File: src/rtl/wb_slave_ctrl.sv
// Wishbone classic slave sitting between the bus master and the SD host core.
// Decodes register / FIFO / command-execute / data-execute accesses, stretches
// execute accesses until the host core reports completion, and terminates
// with err_o when the host core never answers.
//
// state     | meaning
// ----------+-----------------------------------------------------------
// S_IDLE    | waiting for cyc_i & stb_i, latches address/direction/data
// S_WR      | register or FIFO write strobe and ack are on the bus
// S_RD_REQ  | read strobe is on the bus to the host core
// S_RD_WAIT | waiting out the host read latency, then captures data
// S_EXEC    | command/data request held until done, timeout or abort
// S_DONE    | ack (or err) cycle of a read or execute access

module wb_slave_ctrl #(
   parameter int DATA_W      = 64,
   parameter int ADR_W       = 5,
   parameter int CMD_ADR     = 18,
   parameter int FIFO_WR_ADR = 19,
   parameter int FIFO_RD_ADR = 20,
   parameter int DATA_ADR    = 21,
   parameter int READ_LAT    = 1,
   parameter int TIMEOUT_W   = 8
) (
   input  logic              clock,
   input  logic              reset,
   input  logic              cyc_i,
   input  logic              stb_i,
   input  logic              we_i,
   input  logic [ADR_W-1:0]  adr_i,
   input  logic [DATA_W-1:0] dat_i,
   output logic [DATA_W-1:0] dat_o,
   output logic              ack_o,
   output logic              err_o,
   input  logic [DATA_W-1:0] host_data_i,
   input  logic              cmd_done_i,
   input  logic              data_done_i,
   output logic [DATA_W-1:0] host_data_o,
   output logic [ADR_W-1:0]  reg_adr_o,
   output logic              reg_write_en,
   output logic              reg_read_en,
   output logic              fifo_write_en,
   output logic              fifo_read_en,
   output logic              new_command,
   output logic              new_data
);

   localparam logic [ADR_W-1:0]     L_CMD      = ADR_W'(CMD_ADR);
   localparam logic [ADR_W-1:0]     L_FIFO_WR  = ADR_W'(FIFO_WR_ADR);
   localparam logic [ADR_W-1:0]     L_FIFO_RD  = ADR_W'(FIFO_RD_ADR);
   localparam logic [ADR_W-1:0]     L_DATA     = ADR_W'(DATA_ADR);
   localparam logic [1:0]           L_LAT_LD   = 2'(READ_LAT - 1);
   // The terminal compare fires one cycle before the count would reach
   // all-ones, so the request stays up for exactly 2^TIMEOUT_W-1 cycles.
   localparam logic [TIMEOUT_W-1:0] L_TMO_LAST = TIMEOUT_W'((1 << TIMEOUT_W) - 2);

   typedef enum logic [2:0] {
      S_IDLE, S_WR, S_RD_REQ, S_RD_WAIT, S_EXEC, S_DONE
   } state_t;

   state_t              r_state;
   logic [ADR_W-1:0]    r_adr;
   logic                r_we;
   logic [DATA_W-1:0]   r_host_data;
   logic [DATA_W-1:0]   r_dat;
   logic                r_ack;
   logic                r_err;
   logic                r_reg_we;
   logic                r_reg_re;
   logic                r_fifo_we;
   logic                r_fifo_re;
   logic                r_new_cmd;
   logic                r_new_data;
   logic [1:0]          r_lat;
   logic [TIMEOUT_W-1:0] r_tmo;

   logic w_abort;
   logic w_done;
   logic w_first;

   // Master withdrawal, done source select and stale-done mask.
   assign w_abort = ~(cyc_i & stb_i);
   assign w_done  = r_new_cmd ? cmd_done_i : data_done_i;
   assign w_first = (r_tmo == '0);

   // Single registered FSM; strobes and terminations default low so they pulse.
   always_ff @(posedge clock or negedge reset) begin
      if (!reset) begin
         r_state     <= S_IDLE;
         r_adr       <= '0;
         r_we        <= 1'b0;
         r_host_data <= '0;
         r_dat       <= '0;
         r_ack       <= 1'b0;
         r_err       <= 1'b0;
         r_reg_we    <= 1'b0;
         r_reg_re    <= 1'b0;
         r_fifo_we   <= 1'b0;
         r_fifo_re   <= 1'b0;
         r_new_cmd   <= 1'b0;
         r_new_data  <= 1'b0;
         r_lat       <= '0;
         r_tmo       <= '0;
      end else begin
         r_ack     <= 1'b0;
         r_err     <= 1'b0;
         r_reg_we  <= 1'b0;
         r_reg_re  <= 1'b0;
         r_fifo_we <= 1'b0;
         r_fifo_re <= 1'b0;
         r_dat     <= '0;
         case (r_state)
            S_IDLE: begin
               if (cyc_i && stb_i) begin
                  r_adr       <= adr_i;
                  r_we        <= we_i;
                  r_host_data <= dat_i;
                  if (we_i) begin
                     if (adr_i == L_CMD) begin
                        r_state   <= S_EXEC;
                        r_new_cmd <= 1'b1;
                        r_tmo     <= '0;
                     end else if (adr_i == L_DATA) begin
                        r_state     <= S_EXEC;
                        r_new_data  <= 1'b1;
                        r_host_data <= '0;
                        r_tmo       <= '0;
                     end else begin
                        r_state <= S_WR;
                        r_ack   <= 1'b1;
                        // Writes to the pop address are acked but dropped.
                        if (adr_i == L_FIFO_WR) r_fifo_we <= 1'b1;
                        else if (adr_i != L_FIFO_RD) r_reg_we <= 1'b1;
                     end
                  end else begin
                     r_state <= S_RD_REQ;
                     if (adr_i == L_FIFO_RD) r_fifo_re <= 1'b1;
                     else r_reg_re <= 1'b1;
                  end
               end
            end
            S_WR: begin
               r_state     <= S_IDLE;
               r_host_data <= '0;
            end
            S_RD_REQ: begin
               if (w_abort) begin
                  r_state     <= S_IDLE;
                  r_host_data <= '0;
               end else begin
                  r_state <= S_RD_WAIT;
                  r_lat   <= L_LAT_LD;
               end
            end
            S_RD_WAIT: begin
               if (w_abort) begin
                  r_state     <= S_IDLE;
                  r_host_data <= '0;
               end else if (r_lat == 2'd0 && !r_we) begin
                  r_state <= S_DONE;
                  r_dat   <= host_data_i;
                  r_ack   <= 1'b1;
               end else begin
                  r_lat <= r_lat - 2'd1;
               end
            end
            S_EXEC: begin
               if (w_abort) begin
                  r_state     <= S_IDLE;
                  r_new_cmd   <= 1'b0;
                  r_new_data  <= 1'b0;
                  r_host_data <= '0;
               end else if (!w_first && w_done) begin
                  r_state    <= S_DONE;
                  r_ack      <= 1'b1;
                  r_new_cmd  <= 1'b0;
                  r_new_data <= 1'b0;
               end else if (r_tmo == L_TMO_LAST) begin
                  r_state    <= S_DONE;
                  r_err      <= 1'b1;
                  r_new_cmd  <= 1'b0;
                  r_new_data <= 1'b0;
               end else begin
                  r_tmo <= r_tmo + 1'b1;
               end
            end
            S_DONE: begin
               r_state     <= S_IDLE;
               r_host_data <= '0;
            end
            default: begin
               r_state <= S_IDLE;
            end
         endcase
      end
   end

   assign dat_o         = r_dat;
   assign ack_o         = r_ack;
   assign err_o         = r_err;
   assign host_data_o   = r_host_data;
   assign reg_adr_o     = r_adr;
   assign reg_write_en  = r_reg_we;
   assign reg_read_en   = r_reg_re;
   assign fifo_write_en = r_fifo_we;
   assign fifo_read_en  = r_fifo_re;
   assign new_command   = r_new_cmd;
   assign new_data      = r_new_data;

endmodule

File: config.mk
export PLATFORM = sky130hd
export DESIGN_NAME = wb_slave_ctrl
export DESIGN_NICKNAME = d
export VERILOG_FILES = /design/src/rtl/wb_slave_ctrl.sv
export SDC_FILE = /design/constraint.sdc
export NUM_CORES = 1
export LEC_CHECK = 0
export ABC_AREA = 1
export CELL_PAD_IN_SITES_DETAIL_PLACEMENT = 0
export CELL_PAD_IN_SITES_GLOBAL_PLACEMENT = 2
export CORE_AREA = 2 2 167 169
export CTS_CLUSTER_DIAMETER = 80
export CTS_CLUSTER_SIZE = 30
export DETAILED_ROUTE_END_ITERATION = 12
export DIE_AREA = 0 0 169 171
export MAX_ROUTING_LAYER = met4
export PLACE_DENSITY_LB_ADDON = 0.1
export SLEW_MARGIN = 5
export SYNTH_ARGS = -nofsm -noshare
export SYNTH_HDL_FRONTEND = slang
export SYNTH_SLANG_ARGS = --single-unit
File: constraint.sdc
create_clock -name clock -period 1.9 [get_ports clock]
set_input_delay 0.475 -clock clock [delete_from_list [all_inputs] [get_ports clock]]
set_output_delay 0.475 -clock clock [all_outputs]
set_load 0.005 [all_outputs]
== Yosys cells after proc, flatten, opt, wreduce, memory -nomap -nowiden ==
Index checks and enable logic that the tools add are counted.
Widths: inputs -> output; s select.

* Flip-flop bits (word level): 155
* Input port bits: 140
* Word-level logic and storage cells: 143

* Eq/ne operators: 26
* Multiplexer cells: 79
* Bitwise gates (word level): 1
* Add/subtract/negate cells: 2
* Reduce and logical (&&, ||, !) cells: 20

{| class="wikitable"
|+ Operators by type and width
! kind !! count
|-
| $mux 64 || 8
|-
| $pmux 64 s3 || 1
|-
| $mux 8 || 7
|-
| $mux 1 || 44
|-
| $mux 3 || 9
|-
| $ne 2x2->1 const B || 12
|-
| $eq 5x5->1 const B || 4
|-
| $pmux 8 s2 || 1
|-
| $pmux 3 s4 || 1
|-
| $add 8x1->8 const B || 1
|-
| $eq 8x8->1 const B || 1
|-
| $logic_not 8->1 || 1
|-
| $mux 2 || 4
|-
| $reduce_and 7->1 || 1
|-
| $eq 3x2->1 const B || 2
|-
| $eq 3x3->1 const B || 2
|-
| $ne 3x3->1 const B || 2
|-
| $reduce_and 3->1 || 2
|-
| $reduce_and 6->1 || 1
|-
| $ne 5x5->1 const B || 1
|-
| $reduce_and 5->1 || 1
|-
| $ne 4x4->1 const B || 1
|-
| $pmux 1 s2 || 2
|-
| $pmux 2 s2 || 1
|-
| other kinds (14) || 18
|}

== Longest topological paths before layout ==
Gate-level depths: netlist (run 1).

* Depth in word-level cells: 8
* Mapped depth: 11

== Least setup slack after synthesis (run 1) ==
OpenSTA, ideal clock, no wires.

* Path type: input to register
* Start: in cyc_i
* End: reg r_host_data[10] (netlist: host_data_o[10])
* Arrival: 1.446 ns
* Stages: 10
* Setup slack: 0.338 ns
* Required time: 1.784 ns
* Cells stage by stage: nand2_1 -> inv_1 -> nand2_1 -> nand2_1 -> inv_2 -> nand2_4 -> buf_6 -> buf_4 -> nand2_1 -> nand2_1

* Cells in the longest elaborated chain, start to end: 3
* Elaborated cells on any way between the ends: 5
* Those cells by class: 2 x eq/ne; 1 x bitwise; 2 x reduce/logical

{| class="wikitable"
|+ Ends and longest elaborated chain
! what !! line !! RTL
|-
| from (decl) || 27 || <nowiki>input logic cyc_i,</nowiki>
|-
| $and 1x1->1 or $logic_and 1x1->1 (tied branches) || 82, 114 ||
|-
| $ne 2x2->1 (no source line) || -- ||
|-
| $reduce_and 3->1 (no source line) (*) || -- ||
|-
| to (signal assigned) || 117 || <nowiki>r_host_data <= dat_i;</nowiki>
|-
| to (decl) || 64 || <nowiki>logic [DATA_W-1:0] r_host_data;</nowiki>
|}

Every way passes the cells marked *; elsewhere a longest branch is shown, timed or not.
A chain may end at the register's enable or synchronous reset.

== Worst setup path in the final report (run 1) ==
* Start: reg r_host_data[20] (netlist: host_data_o[20])
* End: out host_data_o[20]

{| class="wikitable"
|+ RTL lines
! what !! line !! RTL
|-
| to (decl) || 38 || <nowiki>output logic [DATA_W-1:0] host_data_o,</nowiki>
|}

No word-level cell between the ends.

==> flow_metrics.tcl, run 1 <==
set metrics [dict create \
    worstSetupEndpointType "output pin" \
    crit_required_ns 1.42 \
    crit_buf_inv 1 \
    place_hpwl_um 14400 \
    setup_tns_ns 0 \
    rrSetupSlack_ns 0.22 \
    synth_top_area_share_pct 63.3 \
    startpoint_type "register" \
    clk_path_buf_depth 2 \
    vias 5408 \
    rows 61 \
    pwr-share-comb_pct 40.6 \
    cts_sinks 155 \
    layout_common_cells "nand2_1, clkdlybuf4s50_1, dfrtp_1, nor2_1, buf_4" \
    place_congestion 0.725 \
    design.die.area_um2 28900 \
    p_switching_mw 4.57 \
    htreeDepth 4 \
    cpLargestDelayFamily "buffers and inverters" \
    path_clk_slew_ns 0.06 \
    swShare_pct 34.4 \
    min_to "r_lat[0]" \
    yosys_warnings 0 \
    area_delta_synth_final_pct 68.4 \
    drt_iter0_markers 265 \
    viasPerCell 3.97 \
    fin_skew_ns 0.0142 \
    core_area_um2 27300 \
    synth_edf_count 0 \
    drc 0 \
    drt_first_pass_iters 4 \
    p_int_mw 8.72 \
    synthCells 680 \
    cts_made_buffers 17 \
    multiInputGateArea_um2 1960 \
    critical_path_peak_fanout 2 \
    fillers 2767 \
    io_pins 281 \
    post_drt_wl_per_cell_um 14.7 \
    die_y_um 171 \
    yosys_most_used_dff "dfrtp_1" \
    ant_nets 0 \
    crit_type "reg -> out" \
    synth_cell_types 28 \
    grt_use_total_pct 14.2 \
    grt_setup_unrepaired "no" \
    holdCritPathClass "reg -> reg" \
    tightest_slew_ns 0.353 \
    reg2reg_to "host_data_o[34]" \
    setup_viol 0 \
    worst-endpoint-arrival_ns 1.32 \
    fin_crit_sh_pct 94.3 \
    drive_gt1_share_pct 9.56 \
    clock_power_share_pct 25.9 \
    antenna_found_initial 1 \
    synth.ff_latch_count 155 \
    yosys-top-cells-area "dfrtp_1, nand2_1, nor2_1" \
    syn-num-nets 824 \
    rr_worst_depth 11 \
    synth.yosys.seq_area_share_pct 63.3 \
    cts_tree "done" \
    crit_path_cell_trace "clkdlybuf4s50_1" \
    grt_pass1_wl_um 30700 \
    overflow 0 \
    slowest_stage "clkdlybuf4s50_1" \
    port-buffer-count 280 \
    postLayoutSetupSlackWorst_ns 0.108 \
    root_buffer "clkbuf_16" \
    slew_viol_final 0 \
    worstSkewPairLatency_ns 0.43 \
    cpPeakStageDelay_ns 0.54 \
    nets 1146 \
    r2r_start "r_state[0]" \
    status "finished, final reports clean" \
    irDropWorstVdd_mv 0.513 \
    preCtsSetupSlack_ns -0.307 \
    mostFrequentLayoutCell "nand2_1" \
    hold-path-cell-count 1 \
    drv_cap 0 \
    power_density_nw_per_um2 1290 \
    cts_setup_buffers 0 \
    syn-cell-area_um2 6130 \
    grt_max_degree 43 \
    power.total_mw 13.3 \
    seqPwrFrac_pct 33.5 \
    routed_wl_um 20000 \
    syn_area_per_cell_um2 9.01 \
    min_period_ns 1.79 \
    slew_headroom_pct 76.5 \
    async_flop_share_pct 100 \
    grt_pass1_vias 5500 \
    yosysTopAreaCell "dfrtp_1" \
    start_util_pct 22.4 \
    die_x_um 169 \
    regArea_um2 3880 \
    leakage_nw 4.85 \
    max_freq_mhz 558 \
    hp-start "r_lat[0]" \
    post-route-util_pct 37.8 \
    hold_viol 0 \
]
[per-layer routing]
layer | vias up | track usage [%] | part of all wire (%)
met4 | 0 | 4.98 | 2.4
met1 | 2463 | 17.6 | 44
met5 | - | - | 0
met3 | 21 | 5.04 | 7.8
li1 | 2727 | - | -
met2 | 197 | 21.7 | 46
[metrics by stage]
stage / area (um2) / instances / hold WS (ns)
after floorplan: 6130 / 680 / 0.179
after global placement: 9710 / 1328 / 0.401
after detailed placement: 9710 / 1328 / 0.397
after CTS: 10300 / 1361 / 0.482
after global routing: 10300 / 1362 / 0.487
final: 10300 / 1362 / 0.475
[state kept, by name, indices dropped and copies added (netlist names)]
name / flops
ack_o: 1
dat_o: 64
err_o: 1
fifo_read_en: 1
fifo_write_en: 1
host_data_o: 64
new_command: 1
new_data: 1
r_lat: 2
r_state: 3
r_tmo: 8
r_we: 1
reg_adr_o: 5
reg_read_en: 1
reg_write_en: 1
[synth_stat cells (2+ instances only)]
library cell    n
a21oi_1         5
buf_4           6
buf_6           7
clkbuf_1       13
dfrtp_1       155
ha_1            4
inv_1          26
inv_2           5
nand2_1       315
nand2_4         2
nand3_1        15
nand4_1         6
nor2_1         86
nor3b_1         2
o21ai_0        19
xor2_1          2
[power groups by stage]
stage	Clock [mW]	Combinational, mW	Sequential [mW]
3_3_place_gp	0	5.53	4.50
4_1_cts	3.57	5.51	4.45
2_1_floorplan	0	2.53	4.54
3_5_place_dp	0	5.50	4.51
6_report	3.45	5.39	4.45
5_1_grt	3.71	6.04	4.54
[how the worst max path moves through the flow]
stage / startpoint / endpoint / cells after the start
after floorplan: cyc_i / host_data_o[10] / 10
after global placement: adr_i[4] / r_tmo[7] / 8
after detailed placement: adr_i[4] / r_tmo[4] / 9
after CTS: host_data_o[62] / host_data_o[62] / 1
after global routing: cyc_i / dat_o[50] / 9
final: host_data_o[20] / host_data_o[20] / 1
[cell families after synthesis]
kind of cell	synth area share (%)
compound gates	2.55
xor+xnor	0.429
fa+ha+maj	0.817
buf+inv	4.72
flops	63.3
mux	0.347
simple gates	27.8
[worst register-to-register path, cell delays in order (launching register included)]
cell and delay [ns]:
dfrtp_1 0.42, nor2_2 0.18, nand2_2 0.15, inv_2 0.14, nand2_1 0.07, nand2_1 0.09, inv_2 0.05, nand2_4 0.09
buf_12 0.15, buf_12 0.15, nand2_1 0.06, nand2_1 0.06
[layout make-up]
class | instances | share of cell area [%]
well taps | 346 | 4.20
inverters | 31 | 1.13
diodes | 1 | 0.0243
clock inverters | 13 | 1.29
clock buffers | 19 | 4.39
flip-flops and latches | 155 | 37.6
repair buffers | 329 | 32.3
multi-input cells | 468 | 19.0
[repair_timing]
| item | in CTS | in global routing |
|---|---|---|
| gates resized for setup | 0 | 2 |
| hold endpoints to repair | 27 | 0 |
| hold buffers | 1 | 0 |
| endpoints found under the setup margin | 0 | 4 |
Power figures use the tool's default switching activity.
==> inputs of run 2 (changes only) <==
- CORE_AREA: 2 2 167 169 -> 5 5 170 172
- DIE_AREA: 0 0 169 171 -> 0 0 175 177
==> flow_metrics.tcl, run 2 (synthesis gave the netlist of run 1 again) <==
set metrics [dict create \
    p_switching_mw 4.58 \
    swShare_pct 35.0 \
    mostFrequentLayoutCell "nand2_1" \
    cpPeakStageDelay_ns 0.55 \
    crit_buf_inv 1 \
    grt_pass1_wl_um 32900 \
    cts_tree "done" \
    htreeDepth 4 \
    grt_max_degree 45 \
    tightest_slew_ns 0.369 \
    start_util_pct 22.4 \
    post-route-util_pct 37.7 \
    irDropWorstVdd_mv 0.438 \
    fillers 2814 \
    leakage_nw 4.85 \
    design_area_um2 10300 \
    routed_wl_um 21200 \
    placed_area_um2 9730 \
    root_buffer "clkbuf_16" \
    power.total_mw 13.1 \
    die_x_um 175 \
    cpLargestDelayFamily "buffers and inverters" \
    worst-endpoint-arrival_ns 1.37 \
    design.die.area_um2 31000 \
    status "finished, final reports clean" \
    place_hpwl_um 16000 \
    post_drt_wl_per_cell_um 15.5 \
    seqPwrFrac_pct 34.0 \
    fin_crit_sh_pct 97.0 \
    slowest_stage "clkdlybuf4s50_1" \
    worstSetupEndpointType "output pin" \
    min_period_ns 1.84 \
    crit_type "reg -> out" \
    setup_viol 0 \
    grt_pass1_vias 5707 \
    die_y_um 177 \
    io_pins 281 \
    crit_required_ns 1.42 \
    overflow 0 \
    viasPerCell 3.98 \
    critical_path_peak_fanout 3 \
    drt_iter0_markers 287 \
    startpoint_type "register" \
    port-buffer-count 280 \
    p_int_mw 8.50 \
    place_congestion 0.740 \
    slew_headroom_pct 75.4 \
    core_area_um2 27300 \
    fin_skew_ns 0.0166 \
    layout_common_cells "nand2_1, clkdlybuf4s50_1, dfrtp_1, nor2_1, buf_4" \
    clk_path_buf_depth 2 \
    vias 5448 \
    holdCritPathClass "reg -> reg" \
    worst_hold_slack_ns 0.477 \
    crit_path_cell_trace "clkdlybuf4s50_1" \
    area_delta_synth_final_pct 68.2 \
    slew_viol_final 0 \
    path_clk_slew_ns 0.07 \
    nets 1153 \
    drc 0 \
    max_freq_mhz 543 \
    drv_cap 0 \
    rows 61 \
    pwr-share-comb_pct 41.1 \
    drive_gt1_share_pct 9.98 \
    clock_power_share_pct 24.9 \
    cts_made_buffers 17 \
    grt_use_total_pct 14.1 \
    power_density_nw_per_um2 1270 \
    cts_sinks 155 \
    grt_setup_unrepaired "no" \
    worstSkewPairLatency_ns 0.42 \
    drt_first_pass_iters 5 \
    hold_viol 0 \
    ant_nets 0 \
    antenna_found_initial 1 \
]
-- run 2: cell types whose count changed in the layout (fill, tap and decap cells not counted) --
| cell | before | now |
|---|---|---|
| clkbuf_1 | 0 | 1 |
| clkinv_4 | 3 | 1 |
| nand2_1 | 314 | 315 |
| nand2_2 | 2 | 1 |
| clkbuf_8 | 2 | 1 |
| buf_4 | 35 | 44 |
| bufinv_16 | 1 | 0 |
| clkinvlp_4 | 3 | 6 |
| buf_12 | 13 | 11 |
-- run 2: area by class of cell --
| class | count | area [um2] | share of cell area (%) |
|---|---|---|---|
| Clock buffer | 19 | 443 | 4.30 |
| Clock inverter | 13 | 108 | 1.04 |
| Antenna cell | 1 | 2.50 | 0.0243 |
| Timing Repair Buffer | 336 | 3360 | 32.6 |
| Multi-Input combinational cell | 468 | 1960 | 19.0 |
| Inverter | 31 | 116 | 1.13 |
| Tap cell | 346 | 433 | 4.20 |
| Sequential cell | 155 | 3880 | 37.6 |
-- run 2: worst paths after layout --
| kind | startpoint | to | slack [ns] | cells after the start |
|---|---|---|---|---|
| max in group asynchronous | reset | host_data_o[62] | 0.79 | 3 |
| max | new_command | new_command | 0.06 | 1 |
| min in group asynchronous | reset | host_data_o[26] | 0.51 | 2 |
| min reg2reg | host_data_o[41] | host_data_o[41] | 0.48 | 2 |
| min | host_data_o[41] | host_data_o[41] | 0.48 | 2 |
| max reg2reg | r_tmo[0] | r_tmo[3] | 0.22 | 9 |
-- run 2: repair_timing --
| action | CTS | global route |
|---|---|---|
| endpoints found under the hold margin | 28 | 0 |
| gates resized for setup | 0 | 1 |
| endpoints found under the setup margin | 0 | 2 |
| hold buffers | 1 | 0 |
| setup buffers | 0 | 1 |
-- run 2: layer usage --
metal | track usage (%) | part of all wire (%) | vias up
met5 | - | 0 | -
met4 | 4.26 | 1.5 | 0
met3 | 5.23 | 8.4 | 14
met2 | 22.0 | 47 | 201
met1 | 17.1 | 43 | 2491
li1 | - | - | 2742
-- run 2: power by group through the flow --
stage / clock network, mW / logic (mW) / registers (mW)
floorplan: 0 / 2.53 / 4.54
global placement: 0 / 5.51 / 4.50
detailed placement: 0 / 5.51 / 4.52
CTS: 3.39 / 5.53 / 4.47
global route: 3.50 / 6.05 / 4.56
finish: 3.25 / 5.38 / 4.45
-- run 2: per-stage QoR --
step	instances	setup TNS, ns	setup slack, ns
3_5_place_dp	1334	-30.72	-0.258
6_report	1369	0	0.0577
2_1_floorplan	680	0	0.338
3_3_place_gp	1334	-32.73	-0.271
4_1_cts	1367	0	0.0000741
5_1_grt	1369	0	0.000943
-- run 2: tightest hold or removal path: stages, from the launching register on --
cell and delay, ns:
dfrtp_1 0.34, nand2_1 0.05, nand2_1 0.05
==> inputs of run 3 (changes only) <==
- ABC_AREA: 1 -> not set
- CORE_AREA: 5 5 170 172 -> 5 5 157 159
- DIE_AREA: 0 0 175 177 -> 0 0 162 164
==> flow_metrics.tcl, run 3 <==
set metrics [dict create \
    status "finished, final reports clean" \
    crit_buf_inv 1 \
    grt_max_degree 65 \
    slowest_stage "or4_4" \
    core_area_um2 23100 \
    overflow 0 \
    fillers 2175 \
    grt_use_total_pct 14.4 \
    path_clk_slew_ns 0.07 \
    synth_commonest_cells "dfrtp_1, a22o_1, and2_1" \
    syn-num-nets 572 \
    cts_sinks 155 \
    leakage_nw 4.35 \
    worstSkewPairLatency_ns 0.42 \
    yosysTopAreaCell "dfrtp_1" \
    synth_edf_count 0 \
    synth_most_common_cell "dfrtp_1" \
    port-buffer-count 280 \
    yosys_warnings 0 \
    clk_path_buf_depth 2 \
    design.die.area_um2 26600 \
    drt_first_pass_iters 6 \
    async_flop_share_pct 100 \
    area_delta_synth_final_pct 72.4 \
    grt_pass1_wl_um 28500 \
    cts_tree "done" \
    rows 56 \
    slew_viol_final 0 \
    holdCritPathClass "reg -> reg" \
    tightest_slew_ns 0.450 \
    synth_top_area_share_pct 68.2 \
    cpPeakStageDelay_ns 0.52 \
    viasPerCell 4.37 \
    nets 891 \
    place_hpwl_um 14000 \
    place_congestion 0.741 \
    htreeDepth 4 \
    min_period_ns 1.88 \
    fin_skew_ns 0.0140 \
    hold_viol 0 \
    vias 4586 \
    die_y_um 164 \
    drc 0 \
    crit_type "reg -> reg" \
    grt_pass1_vias 5018 \
    fin_crit_sh_pct 98.9 \
    io_pins 281 \
    root_buffer "clkbuf_16" \
    die_x_um 162 \
    setup_viol 0 \
    worst-endpoint-arrival_ns 2.23 \
    power_density_nw_per_um2 875 \
    regArea_um2 3880 \
    irDropWorstVdd_mv 0.495 \
    power.total_mw 8.58 \
    syn_area_per_cell_um2 13.3 \
    antenna_cells 0 \
    drive_gt1_share_pct 12.0 \
    cpLargestDelayFamily "simple AND/OR/NAND/NOR gates" \
    synth.ff_latch_count 155 \
    grt_setup_unrepaired "yes" \
    synthCells 428 \
    cts_made_buffers 17 \
    mostFrequentLayoutCell "clkdlybuf4s50_1" \
    ant_nets 0 \
    worstSetupEndpointType "register" \
    antenna_found_initial 0 \
    startpoint_type "register" \
    postLayoutSetupSlackWorst_ns 0.0207 \
    yosys_most_used_dff "dfrtp_1" \
    crit_required_ns 2.25 \
    synth_cell_types 39 \
    routed_wl_um 18600 \
    preCtsSetupSlack_ns -0.316 \
    start_util_pct 24.6 \
    synth.yosys.seq_area_share_pct 68.2 \
    multiInputGateArea_um2 1700 \
    slew_headroom_pct 70.0 \
    critical_path_peak_fanout 8 \
    drt_iter0_markers 242 \
    yosys-top-cells-area "dfrtp_1, a22o_1, and2_1" \
    crit_path_cell_trace "nor4_4 -> a31oi_2 -> or4_4 -> o41ai_4 -> buf_6 -> mux2i_1" \
    layout_common_cells "clkdlybuf4s50_1, dfrtp_1, a22o_1, and2_1, buf_4" \
    syn-cell-area_um2 5690 \
    max_freq_mhz 532 \
    post_drt_wl_per_cell_um 17.7 \
    drv_cap 0 \
]
run 3: changes by cell type in the layout (fill, tap and decap cells not counted), moves of 10 or more:
cell and change:
o21ai_0 -12, nand2_1 -288, inv_1 -18, and2_1 +65, a22o_1 +66, nand3_1 -10
nor2_1 -73
run 3: cell families (layout without fill, tap and decap cells):
family	Yosys count	in the layout	synth area share (%)
flops	155	155	68.2
simple gates	126	126	12.6
compound gates	103	103	14.8
buf+inv	34	366	2.49
mux	5	5	0.924
fa+ha+maj	4	4	0.880
xor+xnor	1	1	0.154
run 3: worst min-delay path: stages (launching register included):
cell and delay [ns]:
dfrtp_1 0.35, nand2_1 0.05, nand2_1 0.05
run 3: what timing repair did:
action	CTS	global route
cloned	0	0
hold buffers	1	0
setup buffers	0	1
hold endpoints to repair	21	0
resized for setup	2	2
setup endpoints to repair	7	4
run 3: final timing paths:
check | end | slack [ns] | cells after the start | from
worst max-delay path | r_tmo[1] | 0.02 | 6 | r_tmo[4]
worst min-delay path | reg_adr_o[2] | 0.48 | 2 | reg_adr_o[2]
worst max register to register | r_tmo[1] | 0.02 | 6 | r_tmo[4]
worst min register to register | reg_adr_o[2] | 0.48 | 2 | reg_adr_o[2]
max in group asynchronous | dat_o[41] | 0.76 | 3 | reset
min in group asynchronous | dat_o[47] | 0.55 | 2 | reset
run 3: stage by stage:
step / hold slack, ns / util [%] / instance area, um2 / instances / TNS [ns]
2_1_floorplan: 0.179 / - / 5690 / 428 / 0
3_3_place_gp: 0.435 / 39.7 / 9170 / 1016 / -37.79
3_5_place_dp: 0.436 / 39.7 / 9170 / 1016 / -38.51
4_1_cts: 0.485 / 42.3 / 9790 / 1049 / 0
5_1_grt: 0.505 / 42.4 / 9810 / 1050 / -0.213
6_report: 0.480 / 42.4 / 9810 / 1050 / 0
run 3: final cells by class:
type                    count  area share (%)
repair buffers            327            33.1
flip-flops and latches    155            39.6
clock inverters            12            1.31
multi-input cells         239            17.4
well taps                 290            3.70
clock buffers              20            4.76
inverters                   7           0.268
run 3: power by group:
| group | internal [mW] | switching, mW | leakage [nW] |
|---|---|---|---|
| Combinational | 0.929 | 0.533 | 1.98 |
| Sequential | 3.55 | 0.147 | 2.09 |
| Clock | 1.95 | 1.47 | 0.288 |
| Total | 6.43 | 2.15 | 4.35 |
run 3: layer usage:
metal	vias up	GRT usage, %	share of wire (%)
li1	2136	-	-
met1	2248	16.2	40
met2	189	23.8	50
met3	13	5.92	8.9
met4	0	3.73	1.2
met5	-	-	0
